**src/rtl/aes_round_ctrl.sv**
```systemverilog
// Iterative AES round sequencer: owns the state register feeding aes_rounddata,
// steps rounds 0..Nr and hands the ciphertext out over a valid/ready handshake.
module aes_round_ctrl #(
   parameter int unsigned ROUND_CYCLES = 20
) (
   input  logic         clk,
   input  logic         rst_n,
   input  logic         in_valid,
   output logic         in_ready,
   input  logic [127:0] in_block,
   input  logic [1:0]   mode_in,
   output logic         out_valid,
   input  logic         out_ready,
   output logic [127:0] out_block,
   output logic [3:0]   round,
   output logic [3:0]   width_sel,
   output logic [1:0]   mode,
   output logic [127:0] state_out,
   input  logic [127:0] rd_data_out,
   input  logic         rk_valid,
   output logic         busy
);

   typedef enum logic [1:0] {StIdle, StR0, StRnd, StDone} st_e;

   localparam logic [4:0] LastSub = 5'(ROUND_CYCLES - 1);

   st_e           st_q, st_d;
   logic [4:0]    sub_q, sub_d;
   logic [3:0]    round_q, round_d;
   logic [1:0]    mode_q, mode_d;
   logic [127:0]  data_q, data_d;
   logic [3:0]    nr;

   always_comb begin
      unique case (mode_q)
         2'b00:   nr = 4'd10;
         2'b01:   nr = 4'd12;
         default: nr = 4'd14;
      endcase
   end

   always_comb begin
      st_d    = st_q;
      sub_d   = sub_q;
      round_d = round_q;
      mode_d  = mode_q;
      data_d  = data_q;
      unique case (st_q)
         StIdle: begin
            if (in_valid) begin
               data_d  = in_block;
               mode_d  = mode_in;
               round_d = 4'd0;
               sub_d   = 5'd0;
               st_d    = StR0;
            end
         end
         StR0: begin
            if (rk_valid) begin
               data_d  = rd_data_out;
               round_d = 4'd1;
               sub_d   = 5'd0;
               st_d    = StRnd;
            end
         end
         StRnd: begin
            // The round key is only qualified at sub 0; later drops are ignored.
            if (!(sub_q == 5'd0 && !rk_valid)) begin
               if (sub_q == LastSub) begin
                  data_d = rd_data_out;
                  sub_d  = 5'd0;
                  if (round_q == nr) begin
                     st_d = StDone;
                  end else begin
                     round_d = round_q + 4'd1;
                  end
               end else begin
                  sub_d = sub_q + 5'd1;
               end
            end
         end
         StDone: begin
            if (out_ready) begin
               st_d    = StIdle;
               round_d = 4'd0;
            end
         end
         default: st_d = StIdle;
      endcase
   end

   always_ff @(posedge clk or negedge rst_n) begin
      if (!rst_n) begin
         st_q    <= StIdle;
         sub_q   <= 5'd0;
         round_q <= 4'd0;
         mode_q  <= 2'b00;
         data_q  <= 128'd0;
      end else begin
         st_q    <= st_d;
         sub_q   <= sub_d;
         round_q <= round_d;
         mode_q  <= mode_d;
         data_q  <= data_d;
      end
   end

   assign in_ready  = (st_q == StIdle);
   assign busy      = (st_q != StIdle);
   assign out_valid = (st_q == StDone);
   assign out_block = data_q;
   assign state_out = data_q;
   assign round     = round_q;
   assign mode      = mode_q;
   // Wraps during the drain cycles; the datapath ignores those values.
   assign width_sel = sub_q[3:0];

endmodule

```
**config.mk**
```make
export PLATFORM = sky130hd
export DESIGN_NAME = aes_round_ctrl
export DESIGN_NICKNAME = d
export VERILOG_FILES = /design/src/rtl/aes_round_ctrl.sv
export SDC_FILE = /design/constraint.sdc
export NUM_CORES = 1
export LEC_CHECK = 0
export ABC_AREA = 1
export BUFFER_PORTS_ARGS = -buffer_cell sky130_fd_sc_hd__clkbuf_2
export CORE_AREA = 8 8 200 202
export DETAILED_ROUTE_END_ITERATION = 7
export DIE_AREA = 0 0 208 210
export PLACE_DENSITY = 0.53
export SYNTH_ARGS = -nofsm -noshare
export SYNTH_HDL_FRONTEND = slang
export SYNTH_SLANG_ARGS = --single-unit
```
**constraint.sdc**
```tcl
create_clock -name clk -period 1.9 [get_ports clk]
set_input_delay 0.19 -clock clk [delete_from_list [all_inputs] [get_ports clk]]
set_output_delay 0.19 -clock clk [all_outputs]
set_load 0.05 [all_outputs]
```
==> run summary <==
Final hold vios -> 0
Status -> finished clean
Seq/Total Area, Yosys -> 0.400
Fraction of layout cells with a size suffix above 1 -> 0.389
GR peak layer -> met2
WL final -> 37.6 mm
Post-Synth XOR/XNOR Area -> 0.00198
Post-Synth Adder-Cell Area -> 0.0128
Final HPWL DP -> 28.0 mm
Yosys top cell area share -> 0.400
Slew Limit Fails -> 0
Fmax -> 0.556 GHz
Worst-skew pair later-pin latency -> 0.43 ns
Critical Path AT -> 2.12 ns
Synth cell count leaders -> 676 x nand2_1, 141 x dfrtp_1, 139 x buf_4
Fillers -> 4027
Mean Syn Cell Area -> 7.12 um2
Vias in the first global route -> 9482
MaxCap Viol Count -> 0
Total CTS buffers -> 17
Synth Register Bits -> 141
Reg clk slew, reported paths -> 0.06 ns
Worst clock skew -> 0.00995 ns
Number of flops mapped to enable cells by yosys -> 0
Hold Crit Depth -> 5
M1 GR Usage -> 0.187
WP data required -> 2.22 ns
Largest area contributor in the netlist -> dfrtp_1
CP max FO -> 8
RSZ-0062 raised after global routing -> false
GRT Util Overall -> 0.155
CP peak stage delay -> 0.40 ns
First-pass GRT wire length -> 54.5 mm
Net count, final -> 1906
Worst Reg-to-Reg Cells -> 12
# setup viols final -> 0
Largest net degree at the start of global routing -> 73
1st-iter DRT viols -> 552
Diode count -> 0
Setup crit end kind -> flip-flop
Placeable Area -> 37000 um2
Number of detailed-route iterations in the first pass -> 5
Post-synth top flop -> dfrtp_1
Die Area -> 43700 um2
Grt ovf -> 0
Netlist cell types -> 25
Initial Utilization -> 0.239
CP Depth -> 12
Worst path top cell family by delay -> simple AND/OR/NAND/NOR gates
RD Place Congestion -> 0.846
Post-Syn Instances -> 1240
Grt met3 use -> 0.0463
GR Util met2 -> 0.261
DRC violations left -> 0
Syn Nets -> 1512
Mapped cell area -> 8830 um2
Worst-Margin Slew -> 0.487 ns
IO Pins -> 532
Post-synth ARST share -> 1.00
Initial antenna violation count -> 0
TritonCTS clock tree -> done
Worst path buffer plus inverter count -> 4
Vias/cell -> 4.38
IO buf count -> 531
Critical setup path kind -> flip-flop to flip-flop
Critical Path, Cell by Cell -> inv_1, ha_1, inv_1, nor2_2, nand3_1, nand2_1, nand2_4, nand3_4, clkbuf_16, clkbuf_16, nand2_1, nand2_1
Antenna-violating nets left -> 0
P&R area growth vs syn -> 37.5%
Hold Path Class -> primary input to flip-flop
Top post-synthesis cells by area -> dfrtp_1 40%, nand2_1 29%, buf_4 12%, nand4_1 9.4%, buf_2 2.0%
Synth Area in Compound Gates -> 0.00624
Largest family of logic cells by synthesized area -> simple AND/OR/NAND/NOR gates
Top-count cell post-synth -> nand2_1
Mux cell area share after synthesis -> 0.00255
CTS H-tree depth -> 4
Slowest CP cell -> dfrtp_1
Routed WL per cell -> 17.7 um
Total negative slack -> 0 ns
YS warnings -> 0
Via Count -> 9291
Clock buffer depth -> 2
Root buffer cell -> clkbuf_16
Max_slew headroom -> 0.675
Row cnt -> 71
Die W -> 208 um
Die height -> 210 um
Post-synthesis simple-gate area fraction -> 0.400
Most common cell on crit path -> nand2_1
Fin crit share -> 0.947
Period minus WS final -> 1.80 ns
Setup crit start kind -> flip-flop
Clk sinks -> 141
==> path summary, 6_finish.rpt <==
check | startpoint | endpoint | slack [ns]
max | sub_q[0]$_DFFE_PN0P_ | out_block[97]$_DFFE_PN0P_ | 0.1
min | in_block[56] | out_block[56]$_DFFE_PN0P_ | 0.08
max reg2reg | sub_q[0]$_DFFE_PN0P_ | out_block[97]$_DFFE_PN0P_ | 0.1
min reg2reg | out_block[30]$_DFFE_PN0P_ | out_block[30]$_DFFE_PN0P_ | 0.50
max in group asynchronous | rst_n | st_q[1]$_DFFE_PN0P_ | 1.01
min in group asynchronous | rst_n | mode[1]$_DFFE_PN0P_ | 0.27
==> stage by stage <==
stage	util	instance area (um2)	cells	setup slack, ns	hold slack [ns]
5_1_grt	0.328	12100	2121	0.00765	0.0776
6_report	0.328	12100	2121	0.0998	0.0841
4_1_cts	0.320	11800	2104	0.0525	0.0527
3_5_place_dp	0.303	11200	2069	0.0803	0.172
3_3_place_gp	0.303	11200	2069	0.109	0.171
2_1_floorplan	-	8830	1240	0.00855	-0.106
==> kinds of logic (layout without fill, tap and decap cells) <==
family,after synthesis,count (layout)
AOI/OAI and AO/OA,10,10
xor gates and xnor gates,2,2
adders and majority gates,9,9
buffers and inverters,239,646
DFF,141,141
muxes,2,2
and+or+nand+nor,837,837
==> worst register-to-register path, stage by stage, from the launching register on <==
cell and delay [ns]:
dfrtp_1 0.40, inv_1 0.08, ha_1 0.20, inv_1 0.07, nor2_2 0.04, nand3_1 0.06, nand2_1 0.08, nand2_4 0.14
nand3_4 0.13, clkbuf_16 0.21, clkbuf_16 0.18, nand2_1 0.06, nand2_1 0.05
==> layer usage <==
layer  vias up  share of wire
li1       4609              -
met1      4258           0.43
met2       388           0.48
met3        36          0.066
met4         0          0.022
met5         -              0
==> layout by cell type, fill, tap and decap left out, types with 3 or more instances in the layout <==
cell and n:
clkbuf_2 530, inv_1 19, o21ai_0 7, nor2_1 4
inv_6 3, clkinvlp_4 3, nand2_1 676, clkbuf_16 23
bufinv_16 3, dfrtp_1 140, buf_16 3, nand3_1 13
clkinv_2 3, buf_6 4, ha_1 7, dlygate4sd3_1 3
nand4_1 133, buf_4 29, buf_12 17
==> registers in the layout, summed over array words and instances (netlist names) <==
name / flops
round: 4
out_block: 128
mode: 2
sub_q: 5
st_q: 2
==> final cells by class <==
cell class                 instances  area, um2  share of cell area
clock buffer                      19        453              0.0373
sequential                       141       3530               0.291
timing repair buffer             593       3530               0.291
inverter                          21       81.3             0.00670
multi-input combinational        860       3780               0.311
tap                              474        593              0.0489
clock inverter                    13        163              0.0134
==> what timing repair did <==
| item | CTS | global route |
|---|---|---|
| hold buffers | 3 | 0 |
| buffers inserted | 0 | 6 |
| hold endpoints to repair | 40 | 0 |
| gates resized for setup | 0 | 10 |
| setup endpoints to repair | 0 | 108 |
Power is left out: the tool's default activity adds up to more than one toggle a clock period on the data nets, which glitch-free logic cannot reach.
